File: src/rtl/ram_phase_sequencer_pkg.sv
// ram_phase_sequencer_pkg: shared state encoding, RAM owner select and default bus widths
package ram_phase_sequencer_pkg;
  localparam int DEF_ADDR_W = 16;
  localparam int DEF_DATA_W = 8;
  typedef enum logic [2:0] {
    S_RECEIVE  = 3'd0,
    S_PROCESS  = 3'd1,
    S_TRANSMIT = 3'd2,
    S_DONE     = 3'd3,
    S_ERROR    = 3'd4
  } state_t;
  typedef enum logic [1:0] {
    OWN_NONE = 2'd0,
    OWN_UART = 2'd1,
    OWN_CPU  = 2'd2
  } owner_t;
endpackage

File: src/rtl/ram_phase_sequencer_if.sv
// ram_phase_sequencer_if: UART/CPU request ports, phase control and RAM outputs of the sequencer
// Signals:
//   uart_req/we/addr/data -> uart_gnt   bridge RAM cycle request and grant
//   cpu_req/we/addr/data  -> cpu_gnt    CPU RAM cycle request and grant
//   rx_byte_done, tx_byte_done, process_finished, restart   phase events
//   start_processing, start_transmission, phase, timeout_err phase status
//   ram_wren, ram_address, ram_data                         RAM write port
// Modports: slave = sequencer, master = the block driving requests/events.
interface ram_phase_sequencer_if
  import ram_phase_sequencer_pkg::*;
#(
  parameter int ADDR_W = DEF_ADDR_W,
  parameter int DATA_W = DEF_DATA_W
);
  logic              uart_req;
  logic              uart_we;
  logic [ADDR_W-1:0] uart_addr;
  logic [DATA_W-1:0] uart_data;
  logic              uart_gnt;
  logic              cpu_req;
  logic              cpu_we;
  logic [ADDR_W-1:0] cpu_addr;
  logic [DATA_W-1:0] cpu_data;
  logic              cpu_gnt;
  logic              rx_byte_done;
  logic              tx_byte_done;
  logic              process_finished;
  logic              restart;
  logic              start_processing;
  logic              start_transmission;
  logic              ram_wren;
  logic [ADDR_W-1:0] ram_address;
  logic [DATA_W-1:0] ram_data;
  logic [2:0]        phase;
  logic              timeout_err;
  modport slave (
    input  uart_req, uart_we, uart_addr, uart_data,
    input  cpu_req, cpu_we, cpu_addr, cpu_data,
    input  rx_byte_done, tx_byte_done, process_finished, restart,
    output uart_gnt, cpu_gnt, start_processing, start_transmission,
    output ram_wren, ram_address, ram_data, phase, timeout_err
  );
  modport master (
    output uart_req, uart_we, uart_addr, uart_data,
    output cpu_req, cpu_we, cpu_addr, cpu_data,
    output rx_byte_done, tx_byte_done, process_finished, restart,
    input  uart_gnt, cpu_gnt, start_processing, start_transmission,
    input  ram_wren, ram_address, ram_data, phase, timeout_err
  );
endinterface

File: src/rtl/ram_phase_sequencer_ram_port_mux.sv
// ram_port_mux: registered 2:1 RAM request/grant mux, the current owner's request wins
// Ports:
//   clk, rst_n                   clock, async active-low reset
//   owner                        which requester may use the RAM this cycle
//   uart_*/cpu_* req/we/addr/data  requests; *_gnt registered grants
//   ram_wren/ram_addr/ram_data   registered RAM port; addr/data hold when idle
module ram_port_mux
  import ram_phase_sequencer_pkg::*;
#(
  parameter int ADDR_W = DEF_ADDR_W,
  parameter int DATA_W = DEF_DATA_W
) (
  input  logic              clk,
  input  logic              rst_n,
  input  owner_t            owner,
  input  logic              uart_req,
  input  logic              uart_we,
  input  logic [ADDR_W-1:0] uart_addr,
  input  logic [DATA_W-1:0] uart_data,
  input  logic              cpu_req,
  input  logic              cpu_we,
  input  logic [ADDR_W-1:0] cpu_addr,
  input  logic [DATA_W-1:0] cpu_data,
  output logic              uart_gnt,
  output logic              cpu_gnt,
  output logic              ram_wren,
  output logic [ADDR_W-1:0] ram_addr,
  output logic [DATA_W-1:0] ram_data
);
  logic uart_sel, cpu_sel;
  assign uart_sel = (owner == OWN_UART) && uart_req;
  assign cpu_sel  = (owner == OWN_CPU) && cpu_req;
  always_ff @(posedge clk or negedge rst_n) begin
    if (!rst_n) begin
      uart_gnt <= 1'b0;
      cpu_gnt  <= 1'b0;
      ram_wren <= 1'b0;
      ram_addr <= '0;
      ram_data <= '0;
    end else begin
      uart_gnt <= uart_sel;
      cpu_gnt  <= cpu_sel;
      ram_wren <= (uart_sel && uart_we) || (cpu_sel && cpu_we);
      if (uart_sel || cpu_sel) begin
        ram_addr <= uart_sel ? uart_addr : cpu_addr;
        ram_data <= uart_sel ? uart_data : cpu_data;
      end
    end
  end
endmodule

File: src/rtl/ram_phase_sequencer.sv
// ram_phase_sequencer: RAM owner FSM sequencing UART load, CPU process and UART transmit
// Ports:
//   clk    system clock, rising edge
//   rst_n  asynchronous active-low reset
//   bus    ram_phase_sequencer_if.slave: requests/grants, phase events, RAM port, status
// Parameters: LOAD_BYTES/STORE_BYTES byte counts per phase, TIMEOUT_CYCLES watchdog (0 = off).
module ram_phase_sequencer
  import ram_phase_sequencer_pkg::*;
#(
  parameter int          ADDR_W         = DEF_ADDR_W,
  parameter int          DATA_W         = DEF_DATA_W,
  parameter logic [15:0] LOAD_BYTES     = 16'd256,
  parameter logic [15:0] STORE_BYTES    = 16'd256,
  parameter logic [23:0] TIMEOUT_CYCLES = 24'hFFFFFF
) (
  input logic                  clk,
  input logic                  rst_n,
  ram_phase_sequencer_if.slave bus
);
  state_t      state, state_nx;
  owner_t      owner;
  logic [15:0] rx_cnt, tx_cnt;
  logic [23:0] wd_cnt;
  logic        timeout_hit;
  assign owner = (state == S_RECEIVE || state == S_TRANSMIT) ? OWN_UART :
                 (state == S_PROCESS) ? OWN_CPU : OWN_NONE;
  assign timeout_hit = (TIMEOUT_CYCLES != 24'd0) && (wd_cnt == TIMEOUT_CYCLES - 24'd1);
  assign bus.phase = state;
  always_comb begin
    state_nx = state;
    case (state)
      S_RECEIVE:  state_nx = (rx_cnt == LOAD_BYTES) ? S_PROCESS : S_RECEIVE;
      S_PROCESS:  state_nx = bus.process_finished ? S_TRANSMIT : timeout_hit ? S_ERROR : S_PROCESS;
      S_TRANSMIT: state_nx = (tx_cnt == STORE_BYTES) ? S_DONE : S_TRANSMIT;
      S_DONE:     state_nx = bus.restart ? S_RECEIVE : S_DONE;
      S_ERROR:    state_nx = bus.restart ? S_RECEIVE : S_ERROR;
      default:    state_nx = S_RECEIVE;
    endcase
  end
  // Counters live only inside their own phase, so leaving a phase (or restarting) clears them.
  always_ff @(posedge clk or negedge rst_n) begin
    if (!rst_n) begin
      state              <= S_RECEIVE;
      rx_cnt             <= '0;
      tx_cnt             <= '0;
      wd_cnt             <= '0;
      bus.start_processing   <= 1'b0;
      bus.start_transmission <= 1'b0;
      bus.timeout_err        <= 1'b0;
    end else begin
      state  <= state_nx;
      rx_cnt <= (state != S_RECEIVE || rx_cnt == LOAD_BYTES) ? '0 : rx_cnt + {15'd0, bus.rx_byte_done};
      tx_cnt <= (state != S_TRANSMIT || tx_cnt == STORE_BYTES) ? '0 : tx_cnt + {15'd0, bus.tx_byte_done};
      wd_cnt <= (state == S_PROCESS) ? wd_cnt + 24'd1 : '0;
      bus.start_processing   <= state_nx == S_PROCESS;
      bus.start_transmission <= state_nx == S_TRANSMIT;
      bus.timeout_err        <= state_nx == S_ERROR;
    end
  end
  ram_port_mux #(.ADDR_W(ADDR_W), .DATA_W(DATA_W)) u_mux (
    .clk       (clk),
    .rst_n     (rst_n),
    .owner     (owner),
    .uart_req  (bus.uart_req),
    .uart_we   (bus.uart_we),
    .uart_addr (bus.uart_addr),
    .uart_data (bus.uart_data),
    .cpu_req   (bus.cpu_req),
    .cpu_we    (bus.cpu_we),
    .cpu_addr  (bus.cpu_addr),
    .cpu_data  (bus.cpu_data),
    .uart_gnt  (bus.uart_gnt),
    .cpu_gnt   (bus.cpu_gnt),
    .ram_wren  (bus.ram_wren),
    .ram_addr  (bus.ram_address),
    .ram_data  (bus.ram_data)
  );
endmodule

File: src/flat_wrapper.sv
// flat-port wrapper written by rule: the top's interface ports become plain ports
module ram_phase_sequencer_flat import ram_phase_sequencer_pkg::*;
#(
  parameter int          ADDR_W         = DEF_ADDR_W,
  parameter int          DATA_W         = DEF_DATA_W,
  parameter logic [15:0] LOAD_BYTES     = 16'd256,
  parameter logic [15:0] STORE_BYTES    = 16'd256,
  parameter logic [23:0] TIMEOUT_CYCLES = 24'hFFFFFF
)
  (clk, rst_n, bus_uart_req, bus_uart_we, bus_uart_addr, bus_uart_data, bus_cpu_req, bus_cpu_we, bus_cpu_addr, bus_cpu_data, bus_rx_byte_done, bus_tx_byte_done, bus_process_finished, bus_restart, bus_uart_gnt, bus_cpu_gnt, bus_start_processing, bus_start_transmission, bus_ram_wren, bus_ram_address, bus_ram_data, bus_phase, bus_timeout_err);
  ram_phase_sequencer_if #(.ADDR_W(ADDR_W), .DATA_W(DATA_W)) bus_i ();
  input logic clk;
  input logic rst_n;
  input wire logic [$bits(bus_i.uart_req)-1:0] bus_uart_req;
  input wire logic [$bits(bus_i.uart_we)-1:0] bus_uart_we;
  input wire logic [$bits(bus_i.uart_addr)-1:0] bus_uart_addr;
  input wire logic [$bits(bus_i.uart_data)-1:0] bus_uart_data;
  input wire logic [$bits(bus_i.cpu_req)-1:0] bus_cpu_req;
  input wire logic [$bits(bus_i.cpu_we)-1:0] bus_cpu_we;
  input wire logic [$bits(bus_i.cpu_addr)-1:0] bus_cpu_addr;
  input wire logic [$bits(bus_i.cpu_data)-1:0] bus_cpu_data;
  input wire logic [$bits(bus_i.rx_byte_done)-1:0] bus_rx_byte_done;
  input wire logic [$bits(bus_i.tx_byte_done)-1:0] bus_tx_byte_done;
  input wire logic [$bits(bus_i.process_finished)-1:0] bus_process_finished;
  input wire logic [$bits(bus_i.restart)-1:0] bus_restart;
  output wire logic [$bits(bus_i.uart_gnt)-1:0] bus_uart_gnt;
  output wire logic [$bits(bus_i.cpu_gnt)-1:0] bus_cpu_gnt;
  output wire logic [$bits(bus_i.start_processing)-1:0] bus_start_processing;
  output wire logic [$bits(bus_i.start_transmission)-1:0] bus_start_transmission;
  output wire logic [$bits(bus_i.ram_wren)-1:0] bus_ram_wren;
  output wire logic [$bits(bus_i.ram_address)-1:0] bus_ram_address;
  output wire logic [$bits(bus_i.ram_data)-1:0] bus_ram_data;
  output wire logic [$bits(bus_i.phase)-1:0] bus_phase;
  output wire logic [$bits(bus_i.timeout_err)-1:0] bus_timeout_err;
  assign bus_i.uart_req = bus_uart_req;
  assign bus_i.uart_we = bus_uart_we;
  assign bus_i.uart_addr = bus_uart_addr;
  assign bus_i.uart_data = bus_uart_data;
  assign bus_i.cpu_req = bus_cpu_req;
  assign bus_i.cpu_we = bus_cpu_we;
  assign bus_i.cpu_addr = bus_cpu_addr;
  assign bus_i.cpu_data = bus_cpu_data;
  assign bus_i.rx_byte_done = bus_rx_byte_done;
  assign bus_i.tx_byte_done = bus_tx_byte_done;
  assign bus_i.process_finished = bus_process_finished;
  assign bus_i.restart = bus_restart;
  assign bus_uart_gnt = bus_i.uart_gnt;
  assign bus_cpu_gnt = bus_i.cpu_gnt;
  assign bus_start_processing = bus_i.start_processing;
  assign bus_start_transmission = bus_i.start_transmission;
  assign bus_ram_wren = bus_i.ram_wren;
  assign bus_ram_address = bus_i.ram_address;
  assign bus_ram_data = bus_i.ram_data;
  assign bus_phase = bus_i.phase;
  assign bus_timeout_err = bus_i.timeout_err;
  ram_phase_sequencer #(.ADDR_W(ADDR_W), .DATA_W(DATA_W), .LOAD_BYTES(LOAD_BYTES), .STORE_BYTES(STORE_BYTES), .TIMEOUT_CYCLES(TIMEOUT_CYCLES)) u_core (.clk(clk), .rst_n(rst_n), .bus(bus_i));
endmodule
File: config.mk
export PLATFORM = sky130hd
export DESIGN_NAME = ram_phase_sequencer_flat
export DESIGN_NICKNAME = d
export VERILOG_FILES = /design/src/rtl/ram_phase_sequencer_pkg.sv /design/src/rtl/ram_phase_sequencer_if.sv /design/src/rtl/ram_phase_sequencer_ram_port_mux.sv /design/src/rtl/ram_phase_sequencer.sv /design/src/flat_wrapper.sv
export SDC_FILE = /design/constraint.sdc
export NUM_CORES = 1
export LEC_CHECK = 0
export CORE_MARGIN = 1
export CORE_UTILIZATION = 47
export DETAILED_ROUTE_END_ITERATION = 6
export HOLD_SLACK_MARGIN = 0.15
export PLACE_DENSITY_LB_ADDON = 0.1
export SYNTH_ARGS = -nofsm -noshare
export SYNTH_HDL_FRONTEND = slang
export SYNTH_SLANG_ARGS = --single-unit
File: constraint.sdc
create_clock -name clk -period 3.1 [get_ports clk]
set_clock_uncertainty 0.05 [all_clocks]
set_input_delay 0.93 -clock clk [delete_from_list [all_inputs] [get_ports clk]]
set_output_delay 0.93 -clock clk [all_outputs]
set_load 0.1 [all_outputs]
Word level (Yosys, flattened, before mapping)
Cells that the tools add are included.
{ "word_totals": {"register_bits": 89, "output_inout_bits": 33, "wordCells": 53} }
{ "op_classes": {"add_sub_neg": 3, "eq_ne": 13, "n_mux": 14, "n_reduce_logical": 11} }
{ "ops": {"columns": ["op", "count"], "rows": [
  ["16-bit two-way mux", 3],
  ["16-bit by 1-bit adder with 16-bit output", 2],
  ["16-bit by 9-bit == test with 1-bit output (second input constant)", 2],
  ["24-bit by 1-bit adder with 24-bit output (second input constant)", 1],
  ["24-bit == test (second input constant)", 1],
  ["24-bit two-way mux", 1],
  ["3-bit case mux with 5 select lines", 1],
  ["3-bit by 2-bit == test with 1-bit output (second input constant)", 3],
  ["3-bit two-way mux", 3],
  ["8-bit two-way mux", 1],
  ["3-bit by 1-bit == test with 1-bit output (second input constant)", 2],
  ["3-bit == test (second input constant)", 2],
  ["2-bit two-way mux", 3],
  ["1-bit logical OR", 5],
  ["1-bit logical AND", 4],
  ["3-bit logical NOT", 1],
  ["3-bit by 2-bit != test with 1-bit output (second input constant)", 1],
  ["3-bit nonzero test", 1],
  ["2-bit by 1-bit == test with 1-bit output (second input constant)", 1],
  ["2-bit == test (second input constant)", 1],
  ["1-bit two-way mux", 2]
]} }

Depth between registers and ports, before layout
Gate-level depths: netlist of run 1.
{ "depth": {"word_depth": 7, "ltp_mapped": 6, "depth_no_buf": 6} }

Hierarchy
Synthesis of run 1 repeated with hierarchy kept, for this count alone.
{ "unflattened": {"hier_cells": 446, "area_unflattened_um2": 4543.1} }
{ "by_module_without_submodules": {"columns": ["mod", "n_inst", "cells_per_inst", "area_each_um2", "seq_area_each_um2"], "rows": [
  ["ram_phase_sequencer", 1, 301, 3036.7, 1551.5],
  ["ram_port_mux", 1, 145, 1506.4, 675.6]
]} }

Worst setup path before layout of run 1
Ideal clock, no wire load.
{ "synth_path": {"path_type": "register to register", "start": "reg u_core.state[0], in the netlist u_core.bus.phase[0]", "end": "reg u_core.u_mux.ram_data[4]", "setup_ns": 0.134, "arrival_ns": 2.204, "required_time_ns": 2.916, "path_slack_ns": 0.712, "stages_incl_launch_ff": 7, "synth_period_minus_slack_ns": 2.388, "cell_sequence": "dfrtp_1 -> nor3b_1 -> and2_1 -> buf_2 -> buf_2 -> mux2i_1 -> o21ai_0"} }
{ "synth_between": {"elab_chain_len": 6, "word_cells_on_any_way": 12, "cone_classes": "4 x eq/ne; 3 x mux; 5 x reduce/logical"} }
{ "synth_rtl": {"columns": ["element", "line_no", "text"], "rows": [
  ["from (decl)", "ram_phase_sequencer.sv:20", "state_t state, state_nx;"],
  ["from (signal assigned)", "ram_phase_sequencer.sv:51", "state <= state_nx;"],
  ["3-bit by 1-bit == test with 1-bit output (tied with other cells)", "ram_phase_sequencer.sv:26", "(state == S_PROCESS) ? OWN_CPU : OWN_NONE;"],
  ["2-bit two-way mux or 1-bit logical OR (tied branches)", "ram_phase_sequencer.sv:26, ram_phase_sequencer.sv:25", null],
  ["2-bit two-way mux (*)", "ram_phase_sequencer.sv:25", "assign owner = (state == S_RECEIVE || state == S_TRANSMIT) ? OWN_UART :"],
  ["2-bit by 1-bit == test with 1-bit output or 2-bit == test (tied branches)", "ram_phase_sequencer_ram_port_mux.sv:31, ram_phase_sequencer_ram_port_mux.sv:32", null],
  ["1-bit logical AND, on equally long branches", "ram_phase_sequencer_ram_port_mux.sv:31, ram_phase_sequencer_ram_port_mux.sv:32", null],
  ["8-bit two-way mux or 1-bit logical OR (tied branches)", "ram_phase_sequencer_ram_port_mux.sv:46, ram_phase_sequencer_ram_port_mux.sv:44", null],
  ["to (signal assigned)", "ram_phase_sequencer_ram_port_mux.sv:46", "ram_data <= uart_sel ? uart_data : cpu_data;"],
  ["to (decl)", "ram_phase_sequencer_ram_port_mux.sv:28", "output logic [DATA_W-1:0] ram_data"]
]} }
Every way passes the cells marked *; elsewhere a longest branch is shown, timed or not.
A chain may end at the register's enable or synchronous reset.

Worst setup path after layout of run 1
{ "layout_path": {"start": "in bus_tx_byte_done", "end": "reg u_core.tx_cnt[15]"} }
{ "layout_between": {"elab_chain_len": 2} }
{ "layout_rtl": {"columns": ["element", "line_no", "text"], "rows": [
  ["from (decl)", "flat_wrapper.sv:23", "input wire logic [$bits(bus_i.tx_byte_done)-1:0] bus_tx_byte_done;"],
  ["16-bit by 1-bit adder with 16-bit output", "ram_phase_sequencer.sv:53", "tx_cnt <= (state != S_TRANSMIT || tx_cnt == STORE_BYTES) ? '0 : tx_cnt + {15'd0, bus.tx_byte_done};"],
  ["16-bit two-way mux", "ram_phase_sequencer.sv:53", null],
  ["to (signal assigned)", "ram_phase_sequencer.sv:53", null],
  ["to (decl)", "ram_phase_sequencer.sv:22", "logic [15:0] rx_cnt, tx_cnt;"]
]} }
No other way between the ends.

==> results.ini, run 1 <==
[cells_and_area]
multi_input_area_sq_um=1940
diodes=0
fillCellCount=779
syn_to_final_growth_pct=26.3
nets=584
finalInstanceArea_sq_um=5410
seq_area_sq_um=2230
drive_above_1_share_pct=11.8

[yosys]
synth_seq_cells=89
synth.area.top_cells=dfrtp_1 52%, mux2i_1 5.6%, xnor2_1 4.3%
syn_area_sq_um=4280
yosys.area.top_type=dfrtp_1
synth.distinct_cells=38
syn_inst=432
synth_warnings=0
ys_seq_area_share_pct=52.0
syn_nets=496
synth_top_area_share_pct=52.0
synth.avg_cell_area_sq_um=9.91

[critical_path]
endpoint_kind=flip-flop
r2r_setup_slack_ps=990
crit_required_ps=3330
critical_path_class=in -> reg
crit_path_max_fanout=5
worstPathArrival_ps=2790
startpoint_type=primary input

[run_status]
status=complete, no violations

[clock_network]
cts_buffers=9
cts_resized=0
cts-root-buf=clkbuf_8
clock_sinks=89
holdBufCountCts=0
htree_levels=3
post-cts-setup-buffer-count=0
clockBufferDepth=2
clock_latency_ps=360
tritoncts=built
clkTransAtPathRegs_ps=100

[routing]
drc=0
ant_nets=0
drt_wl_total_um=9390
drt_iter0_drc=130
wl_per_cell_um=14.8
drt-pass1-iter-count=4
via_per_inst=5.49
vias=3478

[timing]
final.setup.tns_ps=0
drv_slew=0
layout_setup_ws_ps=538
slew_headroom_pct=59.1
hold_viol_final=0
rsz0062_at_grt=no
fin_crit_sh_pct=82.6
fmax_mhz=390
setup_viol=0
tightest_slew_ps=612
layout_min_cycle_time_ps=2560

[place]
io_buffers=90
dp_hpwl_um=6710
placed_area_sq_um=5200
gp_congestion=0.783
place_ws_ps=160

[floorplanning]
dieArea_sq_um=9490
pin_count=91
rows=34
die_h_um=97.4
coreArea_sq_um=8760
initial_core_util_pct=48.8
die_width_um=97.4

[global_route]
grt_pass1_vias=3210
grt_pass1_wl_um=15800
grt_max_degree=51
grt-ovfl-total=0
antenna_found_initial=0
track_usage_pct=20.5

[hold_path]
hold_class=in -> async

[power]
seqPwrFrac_pct=47.5
ir_worst_vdd_mv=0.242
power.total_mw=2.62
p_sw_mw=0.860
comb_power_share_pct=20.9
power_density_nw_per_um2=485
p_clk_share_pct=31.6
p_leak_nw=2.17
p_int_mw=1.76
sw_frac_of_total_pct=32.8

[flow_run]
drv_cap=0

[state kept, by name (all words and copies together), names as in the netlist]
signal	cells
u_core.bus.phase	3
u_core.bus.start_processing	1
u_core.bus.start_transmission	1
u_core.bus.timeout_err	1
u_core.rx_cnt	16
u_core.tx_cnt	16
u_core.u_mux.cpu_gnt	1
u_core.u_mux.ram_addr	16
u_core.u_mux.ram_data	8
u_core.u_mux.ram_wren	1
u_core.u_mux.uart_gnt	1
u_core.wd_cnt	24
[final timing paths]
path | from | end | depth (start not counted)
min in group clk | u_core.wd_cnt[0] | u_core.wd_cnt[0] | 1
min | rst_n | u_core.rx_cnt[11] | 1
max reg2reg | u_core.wd_cnt[9] | u_core.wd_cnt[19] | 4
max in group asynchronous | rst_n | u_core.wd_cnt[4] | 2
max | bus_tx_byte_done | u_core.tx_cnt[15] | 6
min reg2reg | u_core.wd_cnt[0] | u_core.wd_cnt[0] | 1
[power groups by stage]
stage                     combinational [mW]  clock (mW)  sequential (mW)
after CTS                              0.555       0.849             1.25
after global routing                   0.585       0.894             1.25
after detailed placement               0.554           0             1.27
after floorplan                       0.0974           0             1.53
final                                  0.549       0.827             1.25
after global placement                 0.553           0             1.27
[worst max-delay path: stages]
cell and delay, ps:
clkdlybuf4s50_1 460, ha_1 180, nand4_1 180, or3_1 460
or4_1 420, a21oi_1 150
[layer usage]
metal	share of wire [%]	vias up	GRT usage, %	wire [um]
met1	49	1658	29.6	4620
met5	0	-	0	0
met3	4.8	12	4.32	453
met4	1.7	0	6.90	164
met2	44	94	30.8	4160
li1	-	1714	-	-
[synthesized netlist by cell type (all sizes together)]
cell type	number
a211oi	2
nand3b	1
buf	4
o41ai	1
or4	9
or2	3
nor2b	1
a31oi	1
mux2i	24
a21oi	16
dfrtp	89
nand2	46
nand3	20
nor4	15
clkbuf	14
o31ai	7
a22o	1
o21ai	32
nor4bb	1
and2	3
and4	4
or3b	1
nor4b	2
o311ai	1
or4b	1
inv	10
nand4	14
ha	6
nor3	8
nor2	45
and3	4
nor3b	3
xnor2	21
or3	10
xor2	12
[layout by cell type (no fill, tap or decap), types with 2 or more instances in the layout]
cell type and n:
a211oi_1 2, a21oi_1 16, and2_1 3, and3_1 4, and4_1 4, buf_4 38
clkbuf_8 10, clkdlybuf4s50_1 56, clkinvlp_4 3, dfrtp_1 89, ha_1 6, inv_1 10
mux2i_1 24, nand2_1 46, nand3_1 20, nand4_1 13, nor2_1 45, nor3_1 8
nor3b_1 3, nor4_1 15, nor4b_1 2, o21ai_0 32, o31ai_1 7, or2_2 3
or3_1 10, or4_1 8, xnor2_1 21, xor2_1 12
[through the flow]
step           hold WS (ps)  utilization [%]  std cells
2_1_floorplan           424                -        432
5_1_grt                 371             61.7        633
3_3_place_gp            443             59.4        617
4_1_cts                 361             61.7        633
6_report                366             61.7        633
3_5_place_dp            457             59.4        617
[kinds of logic after synthesis]
| kind of cell | synth area share [%] |
|---|---|
| XOR/XNOR | 6.75 |
| flip-flops | 52.0 |
| adder cells (fa/ha/maj) | 1.75 |
| multiplexers | 5.61 |
| buffers and inverters | 2.72 |
| AND/OR/NAND/NOR | 23.2 |
| AO/OA/AOI/OAI | 7.95 |
[layout make-up]
| cell class | count | area share [%] |
|---|---|---|
| clock buffers | 10 | 2.55 |
| clock inverters | 6 | 1.23 |
| well taps | 108 | 2.50 |
| flip-flops and latches | 89 | 41.2 |
| repair buffers | 95 | 16.0 |
| inverters | 10 | 0.694 |
| multi-input cells | 315 | 35.8 |
Power figures use the tool's default switching activity.
==> inputs of run 2 (changes only) <==
--- a/config.mk
+++ b/config.mk
@@ -6,7 +6,7 @@
 export NUM_CORES = 1
 export LEC_CHECK = 0
 export CORE_MARGIN = 1
-export CORE_UTILIZATION = 47
+export CORE_UTILIZATION = 46
 export DETAILED_ROUTE_END_ITERATION = 6
 export HOLD_SLACK_MARGIN = 0.15
 export PLACE_DENSITY_LB_ADDON = 0.1
==> constraint.sdc (replaced) <==
create_clock -name clk -period 2.18 [get_ports clk]
set_clock_uncertainty 0.05 [all_clocks]
set_input_delay 0.654 -clock clk [delete_from_list [all_inputs] [get_ports clk]]
set_output_delay 0.654 -clock clk [all_outputs]
set_load 0.1 [all_outputs]
==> run 2 against run 1 <==
Against the previous run: the flow now finishes with violations (design-rule violations); combinational power grew 68%; wire length rose by 1.7%; non-clock buffer count is 14 higher; power rose by 47%; cell count is 2.2% higher; utilization up 5.6 points; via count is 0.46% lower; final area rose by 10%; clock power increased by 35%.
==> results.ini, run 2 (synthesis results as in run 1) <==
[run_status]
status=finished with violations  ; was complete, no violations
violations=design-rule violations

[clock_network]
htree_levels=3  ; unchanged
clock_latency_ps=360  ; about the same
clkTransAtPathRegs_ps=90  ; was 100 ps
cts-root-buf=clkbuf_8  ; unchanged
clockBufferDepth=2  ; unchanged
tritoncts=built  ; unchanged
holdBufCountCts=0  ; unchanged
clock_sinks=89  ; unchanged
cts_buffers=9  ; unchanged

[place]
placed_area_sq_um=5730  ; was 5200 sq um
dp_hpwl_um=7130  ; was 6710 um
gp_congestion=0.835  ; was 0.783
dp.cells=630  ; was 617
io_buffers=90  ; unchanged

[cells_and_area]
fin_cells=647  ; was 633
nets=598  ; was 584
finalInstanceArea_sq_um=5950  ; was 5410 sq um
final_cell_mix=85 x dfrtp_1, 56 x clkdlybuf4s50_1, 46 x nand2_1  ; was 89 x dfrtp_1, 56 x clkdlybuf4s50_1, 46 x nand2_1
seq_area_sq_um=2230  ; about the same
multi_input_area_sq_um=1960  ; was 1940 sq um
fillCellCount=715  ; was 779
diodes=0  ; unchanged
top_register=u_core.wd_cnt  ; unchanged
largest_register_ff_count=24  ; unchanged
final_common_cell=dfrtp_1  ; unchanged
drive_above_1_share_pct=15.4  ; was 11.8%
syn_to_final_growth_pct=39.1  ; was 26.3%

[timing]
hold_viol_final=0  ; unchanged
layout_min_cycle_time_ps=2120
slew_headroom_pct=59.1  ; about the same
tightest_slew_ps=612  ; about the same
fmax_mhz=472
drv_slew=0  ; unchanged
setup_viol=0  ; unchanged
fin_crit_sh_pct=97.1
rsz0062_at_grt=no  ; unchanged

[global_route]
grt-ovfl-total=0  ; unchanged
grt_pass1_wl_um=16100  ; was 15800 um
grt_max_degree=37  ; was 51
grt_pass1_vias=3375  ; was 3210
antenna_found_initial=0  ; unchanged
track_usage_pct=20.8  ; was 20.5%

[critical_path]
path_cells=clkdlybuf4s50_1 -> ha_2 -> nand4_1 -> or3_4 -> or4_1 -> a21oi_1  ; was clkdlybuf4s50_1 -> ha_1 -> nand4_1 -> or3_1 -> or4_1 -> a21oi_1
critPathBufInv=1  ; unchanged
crit_path_max_fanout=4  ; was 5
worstPathArrival_ps=2340  ; was 2790 ps
startpoint_type=primary input  ; unchanged
critical_path_class=in -> reg  ; unchanged
cp_slowest_cell=clkdlybuf4s50_1  ; unchanged
critical_path.max_stage_delay_ps=460  ; about the same
path_delay_family=simple AND/OR/NAND/NOR gates  ; unchanged
endpoint_kind=flip-flop  ; unchanged
crit_required_ps=2400  ; was 3330 ps

[power]
ir_worst_vdd_mv=0.350  ; was 0.242 mV
p_leak_nw=2.37  ; was 2.17 nW
power_density_nw_per_um2=646  ; was 485 nW/um^2
power.total_mw=3.85  ; was 2.62 mW

[floorplanning]
die_h_um=98.5  ; was 97.4 um
initial_core_util_pct=48.4  ; was 48.8%
rows=34  ; unchanged
pin_count=91  ; unchanged
die_width_um=98.5  ; was 97.4 um
dieArea_sq_um=9700  ; was 9490 sq um
coreArea_sq_um=8850  ; was 8760 sq um

[routing]
via_per_inst=5.35  ; was 5.49
drc=11  ; was 0
wl_per_cell_um=14.8  ; about the same
drt_iter0_drc=129  ; was 130
vias=3462  ; was 3478
drt-pass1-iter-count=7  ; was 4
drt_wl_total_um=9560  ; was 9390 um
ant_nets=0  ; unchanged

[flow_run]
drv_cap=0  ; unchanged

[hold_path]
hold_class=in -> async  ; unchanged

## run 2: cell count changes in the layout (fill, tap and decap cells not counted), sizes merged
| cell | before | now |
|---|---|---|
| buf | 39 | 53 |
| clkinvlp | 3 | 1 |
| clkinv | 1 | 2 |
| inv | 11 | 12 |
## run 2: worst paths after layout
check	start	end	slack (ps)	depth (start not counted)
worst max-delay path	bus_tx_byte_done	u_core.tx_cnt[15]	60	6
worst min-delay path	rst_n	u_core.rx_cnt[4]	190	1
worst max register to register	u_core.wd_cnt[10]	u_core.wd_cnt[21]	130	4
worst min register to register	u_core.wd_cnt[0]	u_core.wd_cnt[0]	460	1
max in group asynchronous	rst_n	u_core.wd_cnt[9]	1240	2
min in group clk	u_core.wd_cnt[0]	u_core.wd_cnt[0]	460	1
## run 2: per-stage QoR
step,utilization (%),worst slack [ps],hold WS (ps),TNS [ps]
3_3_place_gp,64.7,-333,447,-2190
3_5_place_dp,64.7,-388,455,-2720
5_1_grt,67.3,13.4,219,0
6_report,67.3,63.2,193,0
4_1_cts,66.9,0.498,205,0
2_1_floorplan,-,92.6,308,0
## run 2: worst reg2reg max path: cells and delay by family (launching register included)
| kind | cells | cell delay (ps) |
|---|---|---|
| simple gates | 3 | 1320 |
| compound gates | 1 | 160 |
| flops | 1 | 440 |
## run 2: layout make-up
cell class,count,area share (%)
inverter,10,0.631
clock buffer,10,2.14
multi-input combinational,315,32.9
clock inverter,6,1.09
sequential,89,37.5
timing repair buffer,109,23.5
tap,108,2.27
## run 2: what timing repair did
action                                  4_1_cts  5_1_grt
endpoints found under the setup margin        0        5
resized for setup                             0        6
setup buffers                                 0        1
## run 2: power breakdown
group | switching [mW] | internal, mW
Sequential | 0.0799 | 1.72
Combinational | 0.564 | 0.361
Clock | 0.586 | 0.535
Total | 1.23 | 2.62
## run 2: per-layer routing
| layer | up-vias | GRT usage [%] | part of all wire (%) | wire length (um) |
|---|---|---|---|---|
| met1 | 1622 | 26.8 | 44 | 4240 |
| li1 | 1739 | - | - | - |
| met3 | 13 | 4.68 | 6.5 | 620 |
| met4 | 0 | 7.23 | 1.8 | 173 |
| met2 | 88 | 34.7 | 47 | 4520 |
| met5 | - | 0 | 0 | 0 |
